### src/rtl/button_counter_ctrl.sv
// button_counter_ctrl: synchronises and debounces the two pmod buttons and turns them into
// press/release/long-press events that drive the manual / auto-run / pause LED counter.
module button_counter_ctrl #(
  parameter int unsigned COUNT_WIDTH       = 4,
  parameter int unsigned DEBOUNCE_CYCLES   = 120000,
  parameter int unsigned LONG_PRESS_CYCLES = 12000000,
  parameter int unsigned AUTO_TICK_CYCLES  = 6000000
) (
  input  logic                   clk,
  input  logic                   rst_n,
  input  logic [1:0]             pmod,
  output logic [COUNT_WIDTH-1:0] led,
  output logic                   mode,
  output logic                   count_wrap
);

  localparam int unsigned DB_W = (DEBOUNCE_CYCLES > 1) ? $clog2(DEBOUNCE_CYCLES) : 1;
  localparam int unsigned LP_W = $clog2(LONG_PRESS_CYCLES + 1);
  localparam int unsigned TK_W = (AUTO_TICK_CYCLES > 1) ? $clog2(AUTO_TICK_CYCLES) : 1;

  typedef enum logic [1:0] {
    MANUAL     = 2'd0,
    AUTO_RUN   = 2'd1,
    AUTO_PAUSE = 2'd2
  } state_t;

  logic [1:0]      sync1;
  logic [1:0]      sync2;
  logic [1:0]      level;
  logic [1:0]      db;
  logic [1:0]      db_d;
  logic [DB_W-1:0] db_cnt [2];

  logic [LP_W-1:0] hold;
  logic [TK_W-1:0] tick;
  state_t          state;
  state_t          state_nx;

  logic press1;
  logic release0;
  logic long_press;
  logic short_press;
  logic tick_done;
  logic inc;

  // Pins are active-low; everything past the synchroniser is active-high.
  assign level = ~sync2;

  always_ff @(posedge clk) begin
    if (!rst_n) begin
      sync1 <= '1;
      sync2 <= '1;
      db    <= '0;
      db_d  <= '0;
      for (int unsigned i = 0; i < 2; i++) begin
        db_cnt[i] <= '0;
      end
    end else begin
      sync1 <= pmod;
      sync2 <= sync1;
      db_d  <= db;
      for (int unsigned i = 0; i < 2; i++) begin
        if (level[i] == db[i]) begin
          db_cnt[i] <= '0;
        end else if (db_cnt[i] == DB_W'(DEBOUNCE_CYCLES - 1)) begin
          db_cnt[i] <= '0;
          db[i]     <= level[i];
        end else begin
          db_cnt[i] <= db_cnt[i] + DB_W'(1);
        end
      end
    end
  end

  assign press1   = db[1] & ~db_d[1];
  assign release0 = ~db[0] & db_d[0];

  // Hold counter saturates at the threshold, so reaching it marks the hold as long.
  always_ff @(posedge clk) begin
    if (!rst_n || !db[0]) begin
      hold <= '0;
    end else if (hold != LP_W'(LONG_PRESS_CYCLES)) begin
      hold <= hold + LP_W'(1);
    end
  end

  assign long_press  = db[0] && (hold == LP_W'(LONG_PRESS_CYCLES - 1));
  assign short_press = release0 && (hold != LP_W'(LONG_PRESS_CYCLES));
  assign tick_done   = (state == AUTO_RUN) && (tick == TK_W'(AUTO_TICK_CYCLES - 1));
  assign inc         = ((state == MANUAL) && press1) || tick_done;

  always_comb begin
    state_nx = state;
    case (state)
      MANUAL: begin
        if (long_press) state_nx = AUTO_RUN;
      end
      AUTO_RUN: begin
        if (long_press)  state_nx = MANUAL;
        else if (press1) state_nx = AUTO_PAUSE;
      end
      AUTO_PAUSE: begin
        if (long_press)  state_nx = MANUAL;
        else if (press1) state_nx = AUTO_RUN;
      end
      default: state_nx = MANUAL;
    endcase
  end

  always_ff @(posedge clk) begin
    if (!rst_n) begin
      state      <= MANUAL;
      tick       <= '0;
      mode       <= 1'b0;
      led        <= '0;
      count_wrap <= 1'b0;
    end else begin
      state <= state_nx;
      mode  <= (state_nx != MANUAL);
      // Tick only advances while staying in AUTO_RUN, so a resume always starts a full period.
      if ((state == AUTO_RUN) && (state_nx == AUTO_RUN) && !tick_done) begin
        tick <= tick + TK_W'(1);
      end else begin
        tick <= '0;
      end
      if (short_press) begin
        led        <= '0;
        count_wrap <= 1'b0;
      end else if (inc) begin
        led        <= led + COUNT_WIDTH'(1);
        count_wrap <= &led;
      end else begin
        count_wrap <= 1'b0;
      end
    end
  end

endmodule

### config.mk
export PLATFORM = sky130hd
export DESIGN_NAME = button_counter_ctrl
export DESIGN_NICKNAME = d
export VERILOG_FILES = /design/src/rtl/button_counter_ctrl.sv
export SDC_FILE = /design/constraint.sdc
export NUM_CORES = 1
export LEC_CHECK = 0
export BUFFER_PORTS_ARGS = -buffer_cell sky130_fd_sc_hd__buf_2
export CAP_MARGIN = 20
export CORE_ASPECT_RATIO = 0.6
export CORE_MARGIN = 2
export CORE_UTILIZATION = 62
export DETAILED_ROUTE_END_ITERATION = 8
export GPL_TIMING_DRIVEN = 0
export PLACE_DENSITY = 0.79
export SLEW_MARGIN = 5
export SYNTH_ARGS = -nofsm -noshare
export SYNTH_HDL_FRONTEND = slang
export SYNTH_SLANG_ARGS = --single-unit
### constraint.sdc
create_clock -name clk -period 2.7 [get_ports clk]
set_input_delay 0.405 -clock clk [delete_from_list [all_inputs] [get_ports clk]]
set_output_delay 0.405 -clock clk [all_outputs]
set_load 0.05 [all_outputs]
==> results_dict.tcl <==
set metrics [dict create \
    die_area_sq_mm 0.00819 \
    setup_viol 0 \
    syn_to_final_growth_pct 12.6 \
    ys_seq_area_share_pct 49.3 \
    clock_sinks 97 \
    critPathMaxFanout 5 \
    dr_wl_met2_mm 3.67 \
    grt_overflow 0 \
    worstPathRequired_ps 2940 \
    skew_ps 9.31 \
    met1_length_mm 4.53 \
    maxUsedRoutingLayer "met4" \
    worstSetupPathType "reg -> reg" \
    drive_gt1_share_pct 7.27 \
    vdd_ir_drop_max_uv 493 \
    sw_frac_of_total_pct 22.5 \
    grtUsageTotal_pct 23.0 \
    wl_met3_microns 402 \
    row_count 24 \
    pin_count 10 \
    async_flop_share_pct 0 \
    clkPwrFrac_pct 43.2 \
    maxSlewHeadroom_pct 32.2 \
    synth_top_family_by_area "simple AND/OR/NAND/NOR gates" \
    place_congestion 0.856 \
    clock_latency_ps 350 \
    rsz0062_at_grt "false" \
    portBuffers 9 \
    clk_pin_slew_worst_paths_ps 70 \
    worst_slack_ps 388 \
    drv_cap 0 \
    tns_ps 0 \
    min_period_over_period_pct 85.6 \
    fin_nets 555 \
    synth-edff-count 34 \
    wirelength_mm 8.69 \
    postCtsHoldBufs 0 \
    nFillCells 560 \
    fin_cells 654 \
    initial_core_util_pct 64.0 \
    first_iter_violations 194 \
    synthSimpleGateAreaFrac_pct 29.1 \
    core_area_sq_mm 0.00724 \
    synthAdderAreaFrac_pct 1.62 \
    syn_area_per_cell_sq_um 9.41 \
    status "finished, final reports clean" \
    clock_path_buffers 2 \
    final_core_util_pct 72.0 \
    tightest_slew_ps 1000 \
    p_switching_uw 639 \
    routedWlPerCell_microns 13.3 \
    hpwl_mm 6.28 \
    grt_max_degree 19 \
    multiInputGateArea_sq_mm 0.00234 \
    cts_resized 0 \
    ys_types 44 \
    crit_chain "ha_1 > nand3_1 > nor4b_1 > nand4_1 > xor2_1 > nor2_1" \
    die_w_microns 116 \
    powerDensity_mw_per_mm2 544 \
    postCtsSetupBuffers 0 \
    finalCriticalPeriod_ps 2310 \
    seq_power_share_pct 55.0 \
    yosys_warnings 0 \
    dr.pass1.iters 5 \
    dp.cells 638 \
    synth_seq_cells 97 \
    crit_path_top_delay_cell "nor4b_1" \
    numCtsBuffers 9 \
    hold_violations 0 \
    cp-start-kind "flop" \
    endpoint_kind "flop" \
    insertedDiodeCount 0 \
    cts-root-buf "clkbuf_16" \
    grt_first_pass_wirelength_mm 14.8 \
    hp-class "in -> reg" \
    synth_compound_area_share_pct 2.41 \
    antenna_found_initial 0 \
    grt_pass1_vias 3280 \
    cts_max_level 3 \
    cp_slowest_stage_delay_ps 930 \
    cts_tree "done" \
    synth_xor_area_share_pct 13.6 \
    slew_viol_final 0 \
    seq_area_sq_mm 0.00228 \
    pwr-share-comb_pct 1.9 \
    arrival_ps 2550 \
    drtAntennaViolNets 0 \
    synth-main-ff-cell "dfxtp_1" \
    preCtsSetupSlack_ps 426 \
    viasPerCell 5.33 \
    power.internal_mw 2.20 \
    power.leakage_nw 1.73 \
    synth.cell_area_sq_mm 0.00463 \
    die_h_microns 70.9 \
    vias 3488 \
    clock.fmax_mhz 433 \
    synth_mux_area_share_pct 0.973 \
    syn-instance-count 492 \
    drc 0 \
]
==> logic make-up (layout without fill, tap and decap cells) <==
kind of cell / after synthesis / count (layout)
AO/OA/AOI/OAI: 20 / 20
buffers and inverters: 29 / 54
other: 1 / 34
XOR/XNOR: 72 / 72
flip-flops: 97 / 97
adder cells (fa/ha/maj): 6 / 6
multiplexers: 4 / 4
AND/OR/NAND/NOR: 263 / 263
==> area by class of cell <==
class	instances	area share, %
multi-input combinational	399	44.8
sequential	97	43.8
clock buffer	9	4.32
tap	104	2.50
inverter	19	1.37
buffer	10	1.18
clock inverter	7	1.15
timing repair buffer	9	0.864
==> per-layer routing <==
layer	global-route usage, %	vias to the layer above
li1	-	1777
met1	32.8	1637
met2	33.4	67
met3	7.97	7
met4	7.10	0
met5	0	-
==> power by group through the flow <==
stage	Combinational, mW	Clock (mW)	Sequential, mW
floorplan	0.0412	0	1.59
global placement	0.0503	0	1.59
detailed placement	0.0509	0	1.59
CTS	0.0515	1.25	1.56
global route	0.0615	1.30	1.56
finish	0.0528	1.23	1.56
==> worst paths after layout <==
path	start	end	slack [ps]	depth (start not counted)
min reg2reg	sync1[1]	sync2[1]	410	1
max	tick[0]	tick[18]	390	6
min	pmod[0]	sync1[0]	250	2
max reg2reg	tick[0]	tick[18]	390	6
==> through the flow <==
stage | total power [mW] | hold slack, ps | instance area, sq um
final | 2.84 | 252 | 5210
after global routing | 2.93 | 241 | 5210
after CTS | 2.87 | 250 | 5210
after detailed placement | 1.64 | 405 | 4930
after global placement | 1.64 | 394 | 4930
after floorplan | 1.63 | 386 | 4750
==> registers in the layout (all words and copies together) (netlist names) <==
register and flops:
db_cnt 34, hold 24, tick 23, led 4
db 2, db_d 2, state 2, sync1 2
sync2 2, count_wrap 1, mode 1
==> placed cells by master (no fill, tap or decap), types with 4 or more instances in the layout <==
cell type	n
clkbuf_1	6
nor3_1	16
edfxtp_1	34
nand2_1	35
o21ai_0	6
nand3_1	27
and4_1	7
xor2_1	28
nand2b_1	6
buf_2	10
nand4_1	20
ha_1	6
and3_1	11
inv_6	4
inv_1	19
nor4_1	10
or3_1	6
nor2_1	100
conb_1	34
xnor2_1	44
clkbuf_16	9
a21oi_1	9
dfxtp_1	63
==> critical path: cells and delay by family, from the launching register on <==
kind	cells	cell delay (ps)
flops	1	370
simple gates	4	1420
fa+ha+maj	1	220
xor+xnor	1	200
==> cell usage after synthesis, types with 3 or more instances <==
cell	instances	area, sq um
o21ai_0	6	30.0
clkbuf_1	6	22.5
ha_1	6	75.1
and2_1	3	18.8
or3_1	6	37.5
nor3_1	16	80.1
and3_1	11	68.8
nand2_1	35	131
nor4_1	10	62.6
xor2_1	28	245
buf_6	3	33.8
inv_1	19	71.3
mux2i_1	3	30.0
nand3_1	27	135
dfxtp_1	63	1260
and4_1	7	61.3
nand4_1	20	125
xnor2_1	44	385
edfxtp_1	34	1020
a21oi_1	9	45.0
nor2_1	100	375
nand2b_1	6	37.5
(Power assumes the default switching activity.)
